**config.mk**
```make
export PLATFORM = sky130hd
export DESIGN_NAME = pito_boot_loader
export DESIGN_NICKNAME = d
export VERILOG_FILES = /design/src/rtl/pito_boot_loader.sv
export SDC_FILE = /design/constraint.sdc
export NUM_CORES = 1
export LEC_CHECK = 0
export ABC_AREA = 1
export CAP_MARGIN = 20
export CORE_ASPECT_RATIO = 2
export CORE_MARGIN = 2
export CORE_UTILIZATION = 52
export DETAILED_ROUTE_END_ITERATION = 16
export GPL_ROUTABILITY_DRIVEN = 0
export HOLD_SLACK_MARGIN = 0.06
export MAX_ROUTING_LAYER = met4
export PLACE_DENSITY_LB_ADDON = 0.3
export SLEW_MARGIN = 25
export SYNTH_ARGS = -nofsm -noshare
export SYNTH_HDL_FRONTEND = slang
export SYNTH_SLANG_ARGS = --single-unit
```
**constraint.sdc**
```tcl
create_clock -name clk -period 3.45 [get_ports clk]
set_input_delay 0.5175 -clock clk [delete_from_list [all_inputs] [get_ports clk]]
set_output_delay 0.5175 -clock clk [all_outputs]
set_load 0.01 [all_outputs]
```
**src/rtl/pito_boot_loader.sv**
```systemverilog
// Frames a UART byte stream (A5, target, length, payload, XOR checksum) into
// little-endian 32-bit words and writes them to the imem or dmem external port.
module pito_boot_loader #(
  parameter int IMEM_AW = 12,
  parameter int DMEM_AW = 12,
  parameter int TIMEOUT = 100000
) (
  input  logic               clk,
  input  logic               rst,
  input  logic [7:0]         rx_data,
  input  logic               rx_valid,
  output logic               imem_req,
  output logic               imem_we,
  output logic [IMEM_AW-1:0] imem_addr,
  output logic [31:0]        imem_wdata,
  output logic [3:0]         imem_be,
  output logic               dmem_req,
  output logic               dmem_we,
  output logic [DMEM_AW-1:0] dmem_addr,
  output logic [31:0]        dmem_wdata,
  output logic [3:0]         dmem_be,
  output logic               pito_program,
  output logic               busy,
  output logic               load_done,
  output logic               load_error
);

  localparam logic [2:0] S_IDLE = 3'd0;
  localparam logic [2:0] S_TGT  = 3'd1;
  localparam logic [2:0] S_LEN0 = 3'd2;
  localparam logic [2:0] S_LEN1 = 3'd3;
  localparam logic [2:0] S_DATA = 3'd4;
  localparam logic [2:0] S_CHK  = 3'd5;
  localparam logic [2:0] S_ERR  = 3'd6;

  localparam logic [16:0] IMEM_DEPTH = 17'(32'd1 << IMEM_AW);
  localparam logic [16:0] DMEM_DEPTH = 17'(32'd1 << DMEM_AW);
  localparam int          GAP_W      = $clog2(TIMEOUT + 1);
  localparam logic [GAP_W-1:0] GAP_LAST = GAP_W'(TIMEOUT - 1);

  logic [2:0]       state_q, state_d;
  logic             tgt_q, tgt_d;
  logic [15:0]      len_q, len_d;
  logic [1:0]       cnt_q, cnt_d;
  logic [31:0]      word_q, word_d;
  logic [7:0]       xor_q, xor_d;
  logic [15:0]      idx_q, idx_d;
  logic             wr_q, wr_d;
  logic             prog_q, prog_d;
  logic             done_q, done_d;
  logic             err_q, err_d;
  logic [GAP_W-1:0] gap_q, gap_d;

  logic        in_frame;
  logic [16:0] n_len;
  logic [16:0] depth_sel;

  assign in_frame  = (state_q != S_IDLE) && (state_q != S_ERR);
  assign n_len     = {1'b0, rx_data, len_q[7:0]};
  assign depth_sel = tgt_q ? DMEM_DEPTH : IMEM_DEPTH;

  always_comb begin
    state_d = state_q;
    tgt_d   = tgt_q;
    len_d   = len_q;
    cnt_d   = cnt_q;
    word_d  = word_q;
    xor_d   = xor_q;
    idx_d   = wr_q ? idx_q + 16'd1 : idx_q;
    wr_d    = 1'b0;
    prog_d  = prog_q;
    done_d  = 1'b0;
    err_d   = 1'b0;
    gap_d   = '0;

    if (in_frame && !rx_valid) begin
      gap_d = gap_q + 1'b1;
    end

    // ERR lasts one cycle; a byte arriving in it is handled as if in IDLE
    if (state_q == S_ERR) begin
      state_d = S_IDLE;
      prog_d  = 1'b0;
    end

    if (rx_valid) begin
      case (state_q)
        S_IDLE, S_ERR: begin
          if (rx_data == 8'hA5) begin
            state_d = S_TGT;
            cnt_d   = 2'd0;
            xor_d   = 8'h00;
            idx_d   = 16'd0;
          end
        end
        S_TGT: begin
          if (rx_data[7:1] == 7'd0) begin
            tgt_d   = rx_data[0];
            prog_d  = 1'b1;
            state_d = S_LEN0;
          end else begin
            state_d = S_ERR;
          end
        end
        S_LEN0: begin
          len_d[7:0] = rx_data;
          state_d    = S_LEN1;
        end
        S_LEN1: begin
          len_d[15:8] = rx_data;
          if (n_len > depth_sel) begin
            state_d = S_ERR;
          end else if (n_len == 17'd0) begin
            state_d = S_CHK;
          end else begin
            state_d = S_DATA;
          end
        end
        S_DATA: begin
          word_d[{cnt_q, 3'b000} +: 8] = rx_data;
          xor_d = xor_q ^ rx_data;
          cnt_d = cnt_q + 2'd1;
          if (cnt_q == 2'd3) begin
            wr_d = 1'b1;
            // The final word's write pulse overlaps the first CHK cycle
            if (idx_q + 16'd1 == len_q) begin
              state_d = S_CHK;
            end
          end
        end
        S_CHK: begin
          state_d = S_IDLE;
          prog_d  = 1'b0;
          if (rx_data == xor_q) begin
            done_d = 1'b1;
          end else begin
            err_d = 1'b1;
          end
        end
        default: state_d = S_IDLE;
      endcase
    end else if (in_frame && gap_q == GAP_LAST) begin
      state_d = S_ERR;
    end

    if (state_d == S_ERR) begin
      err_d = 1'b1;
    end
  end

  always_ff @(posedge clk or posedge rst) begin
    if (rst) begin
      state_q <= S_IDLE;
      tgt_q   <= 1'b0;
      len_q   <= 16'd0;
      cnt_q   <= 2'd0;
      word_q  <= 32'd0;
      xor_q   <= 8'd0;
      idx_q   <= 16'd0;
      wr_q    <= 1'b0;
      prog_q  <= 1'b0;
      done_q  <= 1'b0;
      err_q   <= 1'b0;
      gap_q   <= '0;
    end else begin
      state_q <= state_d;
      tgt_q   <= tgt_d;
      len_q   <= len_d;
      cnt_q   <= cnt_d;
      word_q  <= word_d;
      xor_q   <= xor_d;
      idx_q   <= idx_d;
      wr_q    <= wr_d;
      prog_q  <= prog_d;
      done_q  <= done_d;
      err_q   <= err_d;
      gap_q   <= gap_d;
    end
  end

  assign imem_req   = wr_q & ~tgt_q;
  assign imem_we    = imem_req;
  assign imem_be    = {4{imem_req}};
  assign imem_addr  = imem_req ? idx_q[IMEM_AW-1:0] : '0;
  assign imem_wdata = imem_req ? word_q : 32'd0;

  assign dmem_req   = wr_q & tgt_q;
  assign dmem_we    = dmem_req;
  assign dmem_be    = {4{dmem_req}};
  assign dmem_addr  = dmem_req ? idx_q[DMEM_AW-1:0] : '0;
  assign dmem_wdata = dmem_req ? word_q : 32'd0;

  assign pito_program = prog_q;
  assign busy         = (state_q != S_IDLE);
  assign load_done    = done_q;
  assign load_error   = err_q;

endmodule

```
Yosys cells after proc, flatten, opt, wreduce, memory -nomap -nowiden
Cells that the tools add are included.

operators by class
  $add $sub $neg = 4
  magnitude comparators = 1
  eq/ne operators = 14
  shifts and indexed selects = 2
  multiplexer cells = 38
  bitwise logic cells = 4
  reduce and logical (&&, ||, !) cells = 15

operators by type and width
  cell                                                   number
  two-way mux 16 bit                                     4
  two-way mux 32 bit                                     2
  bitwise mux 32 bit                                     1
  variable shift 8 x 7 -> 32 bit (first input constant)  1
  indexed part select 8 x 7 -> 32 bit                    1
  two-way mux 12 bit                                     2
  two-way mux 3 bit                                      7
  adder 17 x 1 -> 17 bit (second input constant)         1
  == test 17 bit (second input constant)                 1
  zero test 17 bit                                       1
  two-way mux 17 bit                                     1
  adder 16 x 1 -> 16 bit (second input constant)         1
  == test 16 bit                                         1
  > comparator 16 x 13 -> 1 bit (second input constant)  1
  case mux 8 bit (2 select lines)                        1
  case mux 3 bit (5 select lines)                        1
  two-way mux 1 bit                                      14
  == test 3 bit (second input constant)                  4
  == test 8 bit                                          1
  == test 8 bit (second input constant)                  1
  two-way mux 8 bit                                      1
  bitwise XOR 8 bit                                      1
  zero test 7 bit                                        1
  negator 5 -> 7 bit                                     1
  other kinds (19)                                       27

word-level totals
  flip-flop bits (word level) = 99
  bits of input ports = 11
  output and inout bits = 104
  logic and storage cells = 91

Depth between registers and ports, before layout
Gate-level depths: netlist (run 1).

  word-level depth = 8
  gate-level depth with buffers = 16
  depth with buffers taken out = 16

Worst setup path after synthesis (run 1)
No wires, ideal clock.

  path type = flip-flop to output port
  start point = register wr_q
  end point = output imem_addr[10]
  arrival time = 1755 ps
  required time = 2932 ps
  setup slack = 1177 ps
  stages on the path, launching flop included = 7
  buffers on the path = 2
  cell sequence = dfrtp_1 clkbuf_1 inv_1 nor2_1 clkinv_1 clkbuf_1 nor2_1

on the way
  longest elaborated chain between the ends = 2

ends and longest elaborated chain
  element                 line  text
  from (decl)             48    logic wr_q, wr_d;
  from (signal assigned)  173   wr_q <= wr_d;
  bitwise AND 1 bit       181   assign imem_req = wr_q & ~tgt_q;
  net imem_req            12    output logic imem_req,
  two-way mux 12 bit      184   assign imem_addr = imem_req ? idx_q[IMEM_AW-1:0] : '0;
  to (decl)               14    output logic [IMEM_AW-1:0] imem_addr,

The timed path passes the listed nets, and every way through them passes these cells.

Worst setup path in the final report (run 1)
  start point = register wr_q
  end point = output imem_wdata[24]

on the way
  longest elaborated chain between the ends = 2

ends and longest elaborated chain
  element             line  text
  bitwise AND 1 bit   181
  two-way mux 32 bit  185   assign imem_wdata = imem_req ? word_q : 32'd0;
  to (decl)           15    output logic [31:0] imem_wdata,

No other way between the ends.

==> flow_summary_export.csv, run 1 <==
group,metric,value,unit
logic_synthesis,synth_cells,787,
critical_path,worstSetupStartpointType,"flop",
logic_synthesis,ys_ff_latch,99,
clock_network,cts.clk_slew.worst_paths,0.06,ns
clock_network,cts_hold_buf,0,
drt,totalWireLength,15900,µm
layout,mostFrequentLayoutCell,"nor2_1",
critical_path,r2r_cells,6,
die,rows,54,
logic_synthesis,yosys_most_used_dff,"dfrtp_1",
logic_synthesis,avgSynthCellArea,7.27,µm²
timing,rsz0062_at_grt,"false",
die,die_height,152,µm
power_and_ir_drop,p_seq_frac,0.404,
critical_path,criticalPathCategory,"reg -> out",
power_and_ir_drop,power_switching,0.00198,W
timing,fmax,313,MHz
clock_network,clock-sinks,99,
drt,drc,0,
drt,first_pass_iters,6,
clock_network,clk_latency,0.35,ns
drt,wl_met1,5510,µm
layout,nNetsFinal,902,
die,core_area,10800,µm²
clock_network,cts_buffer_depth,2,
clock_network,tritoncts,"done",
drt,vias,5488,
die,die_w,78.2,µm
global_routing,grt_pass1_vias,5412,
logic_synthesis,seq_area_frac_synth,0.433,
critical_path,arrival,2.68,ns
layout,drive_above_1_share,0.0686,
power_and_ir_drop,p_comb_frac,0.376,
logic_synthesis,ys_types,32,
layout,final_core_util,0.669,
clock_network,cts_buffers,9,
logic_synthesis,synth-edff-count,0,
drt,vias_per_cell,5.33,
drt,wl_per_cell,15.4,µm
drt,top_layer,"met4",
layout,n_antenna_cell,0,
run,cap_violations,0,
timing,relSlewSlack,0.395,
global_routing,gr-total-overflow,0,
drt,wl_met2,8870,µm
timing,fin_hold_ws,0.444,ns
layout,syn_to_final_growth,26.5,%
run_status,status,"finished clean",
global_routing,grt_max_degree,43,
critical_path,end_kind,"primary output",
global_routing,grt_use_total,0.285,
place,io_buffers,114,
power_and_ir_drop,switching_share,0.414,
clock_network,cts_setup_buffers,0,
logic_synthesis,mappedNetlistNets,805,
power_and_ir_drop,static-leakage-power,3.25,nW
timing,finalHoldViolations,0,
timing,period_needed,3.20,ns
power_and_ir_drop,ir_worst_vdd,0.000455,V
drt,drtAntennaViolNets,0,
critical_path,crit_fanout,35,
global_routing,antenna_found_initial,0,
die,ios,115,
die,die-area,11900,µm²
timing,finalSetupViolations,0,
timing,slew_viol_final,0,
clock_network,post_cts_resized,0,
power_and_ir_drop,internal-power,0.00280,W
power_and_ir_drop,finalPower,0.00479,W
global_routing,grt_pass1_wl,25900,µm
timing,fin_tns_setup,0,ns
critical_path,worstPathRequired,2.93,ns
place,dp_hpwl,12300,µm
logic_synthesis,syn_area,5720,µm²
logic_synthesis,yosysWarnings,0,
power_and_ir_drop,clkPwrFrac,0.220,
drt,drtIter0Drc,370,
timing,finClkSkew,0.00537,ns
logic_synthesis,ys_async_sr_fraction,1.00,
layout,mostFrequentLayoutCells,"nor2_1, nand2_1, clkdlybuf4s50_1",
power_and_ir_drop,power_density,662,nW/µm²
die,start_util,0.529,
clock_network,cts_root_buf,"clkbuf_16",
hold_path,hp-class,"in -> async",
timing,tightest_slew,0.901,ns
clock_network,h-tree-depth,3,
drt,wl_met3,618,µm
timing,period_share,0.927,
-- final timing paths --
path | from | slack [ns] | endpoint
setup reg to reg | cnt_q[0]$_DFFE_PP0P_ | 1.08 | word_q[22]$_DFFE_PP0P_
max in group asynchronous | rst | 2.16 | cnt_q[1]$_DFFE_PP0P_
min in group clk | gap_q[16]$_DFF_PP0_ | 0.48 | gap_q[16]$_DFF_PP0_
hold reg to reg | gap_q[16]$_DFF_PP0_ | 0.48 | gap_q[16]$_DFF_PP0_
hold / removal | rst | 0.44 | gap_q[4]$_DFF_PP0_
setup / recovery | wr_q$_DFF_PP0_ | 0.25 | imem_wdata[24]
-- registers in the layout, indices dropped and copies added (netlist names) --
register      count
pito_program      1
load_done         1
state_q           3
tgt_q             1
load_error        1
idx_q            16
cnt_q             2
xor_q             8
len_q            16
word_q           32
gap_q            17
wr_q              1
-- power groups by stage --
| stage | Sequential [W] | Clock [W] | Combinational [W] |
|---|---|---|---|
| floorplan | 0.00185 | 0 | 0.00135 |
| global placement | 0.00192 | 0 | 0.00171 |
| detailed placement | 0.00195 | 0 | 0.00178 |
| CTS | 0.00193 | 0.00106 | 0.00180 |
| global route | 0.00198 | 0.00111 | 0.00206 |
| finish | 0.00193 | 0.00105 | 0.00180 |
-- routing by layer --
metal	track usage	vias to the layer above
met5	-	-
met1	0.287	2598
met2	0.518	166
met3	0.0278	49
met4	0.170	0
li1	-	2675
-- cell usage after synthesis (6+ instances only) --
master	number	area, µm²
a211oi_1	7	52.6
a21oi_1	18	90.1
buf_4	12	90.1
clkbuf_1	17	63.8
dfrtp_1	99	2480
ha_1	7	87.6
inv_1	112	420
inv_2	6	22.5
nand2_1	137	514
nand2_2	9	56.3
nand3_1	59	295
nand4_1	19	119
nor2_1	141	529
nor2_2	9	56.3
nor2_4	8	90.1
nor3_1	7	35.0
o21ai_0	73	365
xnor2_1	9	78.8
-- cell type report --
type                    count  area, µm²
well taps                 140        175
clock buffers              13        270
clock inverters             3       45.0
repair buffers            122       1230
inverters                 121        455
multi-input cells         531       2580
flip-flops and latches     99       2480
fillers                   920       3580
-- stage by stage --
stage,instance area (µm²),instances,worst slack [ns]
2_1_floorplan,5720,787,0.342
3_3_place_gp,6920,1013,0.830
3_5_place_dp,6920,1013,0.702
4_1_cts,7230,1029,0.308
5_1_grt,7230,1029,0.139
6_report,7230,1029,0.251
-- worst max-delay path, cell delays in order, from the launching register on --
cell             delay (ns)
dfrtp_1                0.69
inv_1                  0.12
nor2_1                 0.19
clkinv_1               0.33
buf_12                 0.28
nor2_1                 0.13
clkdlybuf4s50_1        0.57
-- cell families (layout without fill, tap and decap cells) --
logic type | count (synthesis) | count (layout) | synth area share
AOI/OAI and AO/OA | 105 | 105 | 0.0974
xor gates and xnor gates | 14 | 14 | 0.0214
adders and majority gates | 7 | 7 | 0.0153
buffers and inverters | 157 | 259 | 0.115
DFF | 99 | 99 | 0.433
and+or+nand+nor | 405 | 405 | 0.318
No activity file was read; power rests on OpenSTA's default activity.
==> inputs of run 2 (changes only) <==
--- a/config.mk
+++ b/config.mk
@@ -15,6 +15,7 @@
 export HOLD_SLACK_MARGIN = 0.06
 export MAX_ROUTING_LAYER = met4
 export PLACE_DENSITY_LB_ADDON = 0.3
+export SKIP_CTS_REPAIR_TIMING = 1
 export SLEW_MARGIN = 25
 export SYNTH_ARGS = -nofsm -noshare
 export SYNTH_HDL_FRONTEND = slang
==> results of run 2 <==
Final layout, timing and power as in run 1 (identical DEF).
